[config.mk]
export PLATFORM = sky130hd
export DESIGN_NAME = serial_add_ctrl
export DESIGN_NICKNAME = d
export VERILOG_FILES = /design/src/rtl/serial_add_pkg.sv /design/src/rtl/fa_cell.sv /design/src/rtl/serial_add_ctrl.sv
export SDC_FILE = /design/constraint.sdc
export NUM_CORES = 1
export LEC_CHECK = 0
export BUFFER_PORTS_ARGS = -buffer_cell sky130_fd_sc_hd__buf_2
export CAP_MARGIN = 40
export CORE_UTILIZATION = 42
export DETAILED_ROUTE_END_ITERATION = 16
export SLEW_MARGIN = 20
export SYNTH_ARGS = -nofsm -noshare
export SYNTH_HDL_FRONTEND = slang
export SYNTH_SLANG_ARGS = --single-unit
[constraint.sdc]
create_clock -name clk -period 1.5 [get_ports clk]
set_input_delay 0.075 -clock clk [delete_from_list [all_inputs] [get_ports clk]]
set_output_delay 0.075 -clock clk [all_outputs]
set_load 0.05 [all_outputs]
[src/rtl/serial_add_pkg.sv]
// Shared types and helpers for the bit-serial adder controller.
package serial_add_pkg;

    typedef enum logic [1:0] {
        IDLE = 2'd0,
        RUN  = 2'd1,
        DONE = 2'd2
    } state_t;

    localparam int DEFAULT_WIDTH = 8;

    function automatic int cnt_width(input int w);
        return (w <= 2) ? 1 : $clog2(w);
    endfunction

endpackage

[src/rtl/fa_cell.sv]
// Combinational 1-bit full adder cell, reused serially by serial_add_ctrl.
module fa_cell (
    input  logic a,
    input  logic b,
    input  logic ci,
    output logic s,
    output logic co
);

    assign s  = a ^ b ^ ci;
    assign co = (a & b) | (a & ci) | (b & ci);

endmodule

[src/rtl/serial_add_ctrl.sv]
// Bit-serial add controller: one full-adder cell walks the operands LSB first.
// Define SERIAL_ADD_SUB_EN to add a 'sub' input selecting op_a - op_b.
module serial_add_ctrl
    import serial_add_pkg::*;
#(
    parameter int WIDTH = DEFAULT_WIDTH
) (
    input  logic             clk,
    input  logic             rst,
    input  logic             start,
    input  logic [WIDTH-1:0] op_a,
    input  logic [WIDTH-1:0] op_b,
    input  logic             cin,
`ifdef SERIAL_ADD_SUB_EN
    input  logic             sub,
`endif
    output logic             busy,
    output logic             done,
    output logic [WIDTH-1:0] sum,
    output logic             cout
);

    localparam int CW = cnt_width(WIDTH);
    localparam logic [CW-1:0] LAST = CW'(WIDTH - 1);

    state_t           state;
    logic [WIDTH-1:0] a_sh;
    logic [WIDTH-1:0] b_sh;
    logic [WIDTH-1:0] res_sh;
    logic             carry;
    logic [CW-1:0]    cnt;
    logic             fa_s;
    logic             fa_co;
    logic [WIDTH-1:0] b_load;
    logic             c_load;

    // Subtraction is two's complement: invert B and force the initial carry.
`ifdef SERIAL_ADD_SUB_EN
    assign b_load = sub ? ~op_b : op_b;
    assign c_load = sub ? 1'b1  : cin;
`else
    assign b_load = op_b;
    assign c_load = cin;
`endif

    fa_cell u_fa (
        .a  (a_sh[0]),
        .b  (b_sh[0]),
        .ci (carry),
        .s  (fa_s),
        .co (fa_co)
    );

    always_ff @(posedge clk) begin
        if (rst) begin
            state  <= IDLE;
            busy   <= 1'b0;
            done   <= 1'b0;
            sum    <= '0;
            cout   <= 1'b0;
            a_sh   <= '0;
            b_sh   <= '0;
            res_sh <= '0;
            carry  <= 1'b0;
            cnt    <= '0;
        end else begin
            case (state)
                IDLE: begin
                    done <= 1'b0;
                    if (start) begin
                        a_sh  <= op_a;
                        b_sh  <= b_load;
                        carry <= c_load;
                        cnt   <= '0;
                        busy  <= 1'b1;
                        state <= RUN;
                    end
                end
                RUN: begin
                    carry  <= fa_co;
                    res_sh <= {fa_s, res_sh[WIDTH-1:1]};
                    a_sh   <= a_sh >> 1;
                    b_sh   <= b_sh >> 1;
                    // The final bit lands straight in sum so it is valid alongside done.
                    if (cnt == LAST) begin
                        sum   <= {fa_s, res_sh[WIDTH-1:1]};
                        cout  <= fa_co;
                        done  <= 1'b1;
                        state <= DONE;
                    end else begin
                        cnt <= cnt + 1'b1;
                    end
                end
                DONE: begin
                    done  <= 1'b0;
                    busy  <= 1'b0;
                    state <= IDLE;
                end
                default: begin
                    done  <= 1'b0;
                    busy  <= 1'b0;
                    state <= IDLE;
                end
            endcase
        end
    end

endmodule

# Word-level counts from Yosys, hierarchy flattened
# Cells that the tools add are included.
dict set report op_classes {
  addsub 1
  eq_ne 5
  mux 14
  bitwise 8
  n_reduce_logical 8
}
# operator count
set op_table {}
lappend op_table {{$pmux 8 s2} 2}
lappend op_table {{$mux 8} 2}
lappend op_table {{$reduce_and 2->1} 4}
lappend op_table {{$mux 3} 2}
lappend op_table {{$ne 2x2->1 const B} 3}
lappend op_table {{$pmux 3 s2} 1}
lappend op_table {{$mux 2} 2}
lappend op_table {{$pmux 1 s2} 2}
lappend op_table {{$pmux 2 s2} 1}
lappend op_table {{$add 3x1->3 const B} 1}
lappend op_table {{$and 1x1->1} 3}
lappend op_table {{$eq 3x3->1 const B} 1}
lappend op_table {{$reduce_and 3->1} 1}
lappend op_table {{$eq 2x1->1 const B} 1}
lappend op_table {{$logic_not 2->1} 1}
lappend op_table {{$mux 1} 2}
lappend op_table {{$or 1x1->1} 2}
lappend op_table {{$reduce_bool 2->1} 1}
lappend op_table {{$reduce_or 2->1} 1}
lappend op_table {{$xor 1x1->1} 2}
lappend op_table {{$not 1->1} 1}
dict set report word_totals {
  regBits 41
  input_bits 20
  output_inout_bits 11
  elab_cells 46
}

# Depth between registers and ports, before layout
# Gate-level depths: netlist of run 1.
dict set report logic_depth {
  depth_word 4
  ltp_mapped 5
  depth_no_buf 5
}

# Modules after synthesis
# From an unflattened synthesis of run 1, not the netlist that was laid out.
dict set report hier_totals {
  cells_unflattened 182
  hier_area_um2 1818.0
}
# mod instances cells_each area_each_um2 seq_area_each_um2
set modules_own_cells {}
lappend modules_own_cells {serial_add_ctrl 1 181 1798.0 800.8}
lappend modules_own_cells {fa_cell 1 1 20.0 0.0}

# Worst setup path before layout of run 1
# OpenSTA, ideal clock, no wires.
dict set report synth_timing {
  path_type {reg2reg}
  from {register cnt[0]}
  to {register cnt[0]}
  setup_ns 0.070
  t_arrival_ns 1.158
  t_required_ns 1.430
  path_slack_ns 0.272
  path_stages_with_launch 6
  path_buffers 0
  period_less_slack_ns 1.228
  path_cell_list {dfxtp_1 ha_1 ha_1 nor4b_1 a31oi_1 a21oi_1}
}
dict set report synth_between {
  elab_chain_len 3
  elab_cells_between_ends 6
  cone_classes {1 x add/sub; 2 x eq/ne; 2 x mux; 1 x reduce/logical}
}
# element line
set synth_rtl {}
lappend synth_rtl {{start, declared} serial_add_ctrl.sv:31} ;# logic [CW-1:0] cnt;
lappend synth_rtl {{start signal, assigned} serial_add_ctrl.sv:91} ;# cnt <= cnt + 1'b1;
lappend synth_rtl {{$add 3x1->3 or $eq 3x3->1 (tied branches)} {serial_add_ctrl.sv:91, serial_add_ctrl.sv:85}}
lappend synth_rtl {{$mux 3 or $ne 2x2->1 (tied branches)} n/a}
lappend synth_rtl {{$pmux 3 s2 or $reduce_and 3->1 (tied branches)} n/a}
# Parallel ways exist; a longest one is shown, timed or not. The select of a mux whose other input is x is not followed.
# A chain may end at the register's enable or synchronous reset.

# Worst setup path after layout of run 1
# Ends and elaborated chain as after synthesis.

==> metrics.yaml, run 1 <==
core_area_sq_um: 4090
cp_slowest_cell: "dfxtp_1"
worstPathCellList: "ha_1, ha_1, nor4b_1, a31oi_1, a21oi_1"
initial_utilization: 0.445
ys_types: 30
io_pins: 31
drt_iter0_drc: 45
fp.dieW_microns: 67.8
yosys_warnings: 0
grt_pass1_vias: 1371
fmax_ghz: 0.690
rsz0062_at_grt: "true"
cts_made_buffers: 5
grt_use_total: 0.175
seqCellArea_sq_um: 801
period_needed_ps: 1450
cts_sinks: 40
worstSetupPathType: "reg -> reg"
io_buffers: 30
routed-via-count: 1388
leakage_nw: 0.821
ys_ff_latch: 40
max_stage_delay_ps: 350
wire_per_inst_microns: 13.0
die_y_microns: 67.8
hold_class: "in -> reg"
multi_input_area_sq_um: 883
yosysSeqAreaShare: 0.441
status: "complete, no violations"
grt_max_degree: 31
post-route-period-util: 0.966
maxSlewHeadroom: 0.683
synthesis.nets: 209
wirelength_microns: 3460
crit_fanout: 7
slew_viol_final: 0
routabilityCongestion: 0.664
hpwlAfterDp_microns: 2390
dp.cells: 257
hold_viol: 0
rows: 23
cts_tree: "yes"
crit_family: "adder cells"
drive_above_1_share: 0.352
cp_data_arrival_time_ps: 1670
finalNetCount: 239
postSynthCellCount: 185
avgSynthCellArea_sq_um: 9.82
holdWs_ps: 58.7
worst_pin_slew_ps: 475
grt_pass1_wl_microns: 5840
drc: 0
n_fill_cell: 373
ir_drop_mv: 0.520
netlist_area_sq_um: 1820
syn2layout_area_growth_pct: 15.4
dr.pass1.iters: 4
crit_buf_inv: 0
powerDensity_nw_per_um2: 1090
end_kind: "flip-flop"
die-area_sq_um: 4590
stdcell_count: 266
setup_viol: 0
required_ps: 1720
grt_antenna_before_repair: 0
insertion_delay_ps: 290
fin_worst_skew_ps: 3.06
ctsRootBufferMaster: "clkbuf_8"
cpMostUsedCell: "ha_1"
drtAntennaViolNets: 0
viasPerCell: 5.22
cts_resized: 0
grt-ovfl-total: 0
clk_pin_slew_ps: 80
clk_path_buf_depth: 2
cts.htree.levels: 2
n_antenna_cell: 0
cp-start-kind: "flip-flop"
max-cap-violations: 0
## final timing paths
kind,startpoint,endpoint,slack [ps],depth (start not counted)
worst max-delay path,cnt[0],cnt[0],50,5
worst min-delay path,op_b[7],b_sh[7],60,3
worst max register to register,cnt[0],cnt[0],50,5
worst min register to register,res_sh[1],res_sh[1],460,2
## metal layers
layer | global-route usage | share of wire | vias to the layer above
li1 | - | - | 702
met1 | 0.193 | 0.46 | 660
met2 | 0.300 | 0.49 | 20
met3 | 0.0541 | 0.030 | 6
met4 | 0.0885 | 0.018 | 0
met5 | 0 | 0 | -
## worst min-delay path, delay by kind of cell
| kind | cells | cell delay, ps |
|---|---|---|
| buffers and inverters | 1 | 100 |
| and+or+nand+nor | 1 | 80 |
| AOI/OAI and AO/OA | 1 | 60 |
## metrics by stage
stage	instance area (sq um)	setup TNS [ps]	power [mW]	setup WS, ps	util
floorplan	1820	0	1.40	272	-
global placement	1980	0	1.44	200	0.485
detailed placement	1980	0	1.45	79.0	0.485
CTS	2090	0	2.32	67.6	0.511
global route	2100	-9.71	2.40	-9.71	0.513
finish	2100	0	2.29	51.2	0.513
## cells in the mapped netlist
cell      number  area share
a211oi_2      15        0.10
ha_1           3       0.021
a21oi_1       20       0.055
nor2_2        15       0.052
clkbuf_2       1      0.0028
nand2_1       26       0.054
o21ba_4        1      0.0090
mux2i_1       15       0.083
dfxtp_1       40        0.44
o21ai_0        2      0.0055
o21bai_1       1      0.0041
buf_1          2      0.0041
nand4_1        2      0.0069
nand3b_1       1      0.0041
fa_1           1       0.011
inv_1          2      0.0041
nor4b_1        1      0.0048
buf_6          3       0.019
buf_12         2       0.022
nand3_1       13       0.036
a31oi_1        3       0.010
nor3_1         2      0.0055
nor3b_1        1      0.0041
nand2b_1       1      0.0034
and2b_1        1      0.0041
a211oi_1       1      0.0041
clkbuf_1       3      0.0062
nor2_1         3      0.0062
buf_4          3       0.012
buf_2          1      0.0028
## kinds of logic (layout without fill, tap and decap cells)
kind of cell    Yosys count  count (layout)  share of synthesized area
compound gates           43              43                      0.191
fa+ha+maj                 4               4                     0.0317
buf+inv                  17              48                     0.0730
flops                    40              40                      0.441
mux                      15              15                     0.0826
simple gates             66              66                      0.180
## where the power goes
group | switching [mW] | total [mW] | internal (mW)
Clock | 0.370 | 0.863 | 0.494
Combinational | 0.153 | 0.277 | 0.124
Sequential | 0.0372 | 1.15 | 1.11
## sequential cells by signal (all words and copies together) (netlist names), 2 cells and up
name / cells
cnt: 3
a_sh: 8
state: 2
sum: 8
b_sh: 8
res_sh: 7
## placed cells by master (no fill, tap or decap)
master,count
dfxtp_1,40
buf_2,30
nand2_1,26
a21oi_1,20
mux2i_1,15
nor2_2,15
a211oi_2,15
nand3_1,13
buf_4,6
clkbuf_8,5
nor2_1,3
a31oi_1,3
ha_1,3
nor3_1,2
inv_1,2
nand4_1,2
o21ai_0,2
buf_12,2
and2b_1,1
nand3b_1,1
o21ba_4,1
nand2b_1,1
o21bai_1,1
nor4b_1,1
nor3b_1,1
a211oi_1,1
fa_1,1
bufinv_16,1
clkinv_2,1
clkbuf_1,1
## cell type report
cell class,instances,area share
Tap cell,50,0.0298
Inverter,2,0.00358
Clock inverter,2,0.0167
Timing Repair Buffer,38,0.112
Sequential cell,40,0.382
Clock buffer,6,0.0346
Multi-Input combinational cell,128,0.421
## repair_timing
action                                  CTS  global route
buffers inserted                          0             1
endpoints found under the setup margin    0             7
hold buffers                              0             0
(Power assumes the default switching activity.)
==> run 2, diff against run 1 <==
--- a/config.mk
+++ b/config.mk
@@ -5,6 +5,7 @@
 export SDC_FILE = /design/constraint.sdc
 export NUM_CORES = 1
 export LEC_CHECK = 0
+export ABC_AREA = 1
 export BUFFER_PORTS_ARGS = -buffer_cell sky130_fd_sc_hd__buf_2
 export CAP_MARGIN = 40
 export CORE_UTILIZATION = 42
==> run 2 against run 1 <==
Non-clock buffer count fell by 2. Flip-flop and latch count stayed put. Critical path depth up 2. Clock-buffer cell count increased by 2. Critical endpoint is now sum[7].
==> metrics.yaml, run 2 <==
status: "complete, no violations"  # unchanged
fin_worst_skew_ps: 4.76  # was 3.06 ps
clk_pin_slew_ps: 80  # about the same
reg2reg_to: "sum[7]"  # was cnt[0]
postSynthCellCount: 259  # was 185
drive_above_1_share: 0.172  # was 0.352
met1Wirelength_microns: 1900  # was 1590 microns
grt_antenna_before_repair: 0  # unchanged
routabilityCongestion: 0.817  # was 0.664
worstPathCellList: "ha_1, ha_1, inv_1, nor2_4, inv_4, nor2_1, nor2_1"  # was ha_1, ha_1, nor4b_1, a31oi_1, a21oi_1
netlist_area_sq_um: 1890  # was 1820 sq um
reg2regPathDepth: 7  # was 5
sw_frac_of_total: 0.266  # was 0.245
cp_slowest_cell: "dfxtp_1"  # unchanged
die_y_microns: 69.1  # was 67.8 microns
avgSynthCellArea_sq_um: 7.31  # was 9.82 sq um
most-common-layout-cells: "51 x nand3_1, 41 x nor2_1, 40 x dfxtp_1"  # was 40 x dfxtp_1, 30 x buf_2, 26 x nand2_1
grt_pass1_vias: 1505  # was 1371
worst_pin_slew_ps: 486  # was 475 ps
n_antenna_cell: 0  # unchanged
fmax_ghz: 0.752  # was 0.690 GHz
drt_iter0_drc: 57  # was 45
end_kind: "flip-flop"  # unchanged
routed-via-count: 1664  # was 1388
clock_power_share: 0.341  # was 0.377
fp.dieW_microns: 69.1  # was 67.8 microns
seqCellArea_sq_um: 801  # unchanged
combPwrFrac: 0.133  # was 0.121
synth_area_leader_cell: "dfxtp_1"  # unchanged
p_int_mw: 1.61  # was 1.73 mW
viasPerCell: 4.87  # was 5.22
cp-start-kind: "flip-flop"  # unchanged
ctsRootBufferMaster: "clkbuf_8"  # unchanged
cts_sinks: 40  # unchanged
grt_pass1_wl_microns: 6820  # was 5840 microns
synth_edf_count: 0  # unchanged
dp.cells: 334  # was 257
synth_common_cells: "51 x nand3_1, 41 x nor2_1, 40 x dfxtp_1, 39 x inv_1, 28 x nand2_1"  # was 40 x dfxtp_1, 26 x nand2_1, 20 x a21oi_1
io_pins: 31  # unchanged
cp_data_arrival_time_ps: 1520  # was 1670 ps
rows: 24  # was 23
worstSetupPathType: "reg -> reg"  # unchanged
hpwlAfterDp_microns: 2560  # was 2390 microns
whs_endpoint: "b_sh[7]"  # unchanged
wl_met3_microns: 164  # was 105 microns
clk_path_buf_depth: 2  # unchanged
wire_per_inst_microns: 11.3  # was 13.0 microns
wirelength_microns: 3850  # was 3460 microns
leakage_nw: 1.05  # was 0.821 nW
rrSetupSlack_ps: 170  # was 50 ps
drtAntennaViolNets: 0  # unchanged
ys_ff_latch: 40  # unchanged
max_stage_delay_ps: 350  # about the same
powerDensity_nw_per_um2: 1030  # was 1090 nW/um^2
grt-ovfl-total: 0  # unchanged
stdcell_count: 342  # was 266
yosys_warnings: 0  # unchanged
synth.top_cell.area_share: 0.423  # was 0.441
max-cap-violations: 0  # unchanged
highest_layer: "met4"  # unchanged
crit_buf_inv: 2  # was 0
insertion_delay_ps: 300  # was 290 ps
cts.htree.levels: 2  # unchanged
period_needed_ps: 1330  # was 1450 ps
io_buffers: 30  # unchanged
wl_met2_microns: 1730  # was 1700 microns
synthesis.nets: 283  # was 209
reg_top3: "a_sh (8), b_sh (8), sum (8)"  # unchanged
seq_power_share: 0.526  # was 0.502
grt_use_total: 0.176  # was 0.175
dr.pass1.iters: 4  # unchanged
multi_input_area_sq_um: 830  # was 883 sq um
syn2layout_area_growth_pct: 13.2  # was 15.4%
ys_async_sr_fraction: 0  # unchanged
r2r-start: "cnt[0]"  # unchanged
final.setup.tns_ps: 0  # unchanged
crit_family: "simple AND/OR/NAND/NOR gates"  # was adder cells
synthFlopType: "dfxtp_1"  # unchanged
grt_max_degree: 25  # was 31
core_area_sq_um: 4350  # was 4090 sq um
initial_utilization: 0.435  # was 0.445
ir_drop_mv: 0.562  # was 0.520 mV
maxSlewHeadroom: 0.675  # was 0.683
n_fill_cell: 453  # was 373
setup_viol: 0  # unchanged
required_ps: 1690  # was 1720 ps
die-area_sq_um: 4780  # was 4590 sq um
synth.most_common_cell: "nand3_1"  # was dfxtp_1
hold-path-cell-count: 3  # unchanged
post-route-period-util: 0.887  # was 0.966
finalNetCount: 313  # was 239
cts_made_buffers: 5  # unchanged
cts_tree: "yes"  # unchanged
yosysSeqAreaShare: 0.423  # was 0.441
layout_commonest_cell: "nand3_1"  # was dfxtp_1
crit_fanout: 10  # was 7
hold_path.startpoint: "op_b[7]"  # unchanged
ys_types: 19  # was 30
rsz0062_at_grt: "false"  # was true
hold_viol: 0  # unchanged
netSwitchingPower_mw: 0.585  # was 0.560 mW
synth_area_leaders: "dfxtp_1 42%, nand3_1 13%, nor2_1 8.1%"  # was dfxtp_1 44%, a211oi_2 10%, mux2i_1 8.3%
hold_class: "in -> reg"  # unchanged
drc: 0  # unchanged
slew_viol_final: 0  # unchanged
p_total_mw: 2.20  # was 2.29 mW
run 2: changes by cell type after synthesis, moves of 3 or more:
cell and delta:
a211oi_2 -15, nor2_2 -15, nand3_1 +38, mux2i_1 -15, inv_1 +37, a31oi_1 -3, nor2_1 +38, o21ai_0 +14
run 2: worst max path at each step:
stage	startpoint	to	slack [ps]	cells past startpoint
5_1_grt	cnt[0]	sum[2]	10	7
6_report	cnt[0]	sum[7]	170	7
3_5_place_dp	cnt[0]	sum[7]	150	7
4_1_cts	cnt[0]	sum[4]	130	7
3_3_place_gp	cnt[0]	cnt[2]	200	6
2_1_floorplan	cnt[0]	cnt[2]	280	6
run 2: repair_timing:
| action | in CTS | in global routing |
|---|---|---|
| resized for setup | 0 | 1 |
| endpoints found under the setup margin | 0 | 5 |
| setup buffers | 0 | 0 |
| hold buffers | 0 | 0 |
| endpoints found under the hold margin | 0 | 0 |
run 2: power by group through the flow:
stage               clock [mW]  combinational (mW)  sequential (mW)
global route             0.813               0.340             1.17
detailed placement           0               0.295             1.18
finish                   0.750               0.292             1.16
global placement             0               0.293             1.18
floorplan                    0               0.233             1.18
CTS                      0.766               0.297             1.16
run 2: layout make-up:
cell class,instances,area share
clock buffer,8,0.0421
inverter,41,0.0754
multi-input combinational,165,0.387
sequential,40,0.374
tap,52,0.0304
timing repair buffer,36,0.0911
run 2: stage by stage:
stage / hold WS [ps] / instance area (sq um) / worst slack, ps / util
5_1_grt: 39.3 / 2140 / 14.7 / 0.492
6_report: 18.6 / 2140 / 170 / 0.492
3_3_place_gp: 336 / 2050 / 198 / 0.470
2_1_floorplan: 218 / 1890 / 284 / -
3_5_place_dp: 336 / 2050 / 147 / 0.470
4_1_cts: 20.4 / 2140 / 133 / 0.491
run 2: worst register-to-register path: stages (launching register included):
cell	delay, ps
dfxtp_1	350
ha_1	180
ha_1	170
inv_1	70
nor2_4	210
inv_4	90
nor2_1	100
nor2_1	50
run 2: cells by family after synthesis:
logic type	after synthesis	synth area share
adders and majority gates	4	0.0304
DFF	40	0.423
buffers and inverters	54	0.141
and+or+nand+nor	125	0.311
AOI/OAI and AO/OA	36	0.0952
run 2: metal layers:
layer / global-route usage / vias up
met4: 0.0748 / 0
met3: 0.0482 / 6
met2: 0.264 / 31
met1: 0.236 / 752
met5: 0 / -
li1: - / 875
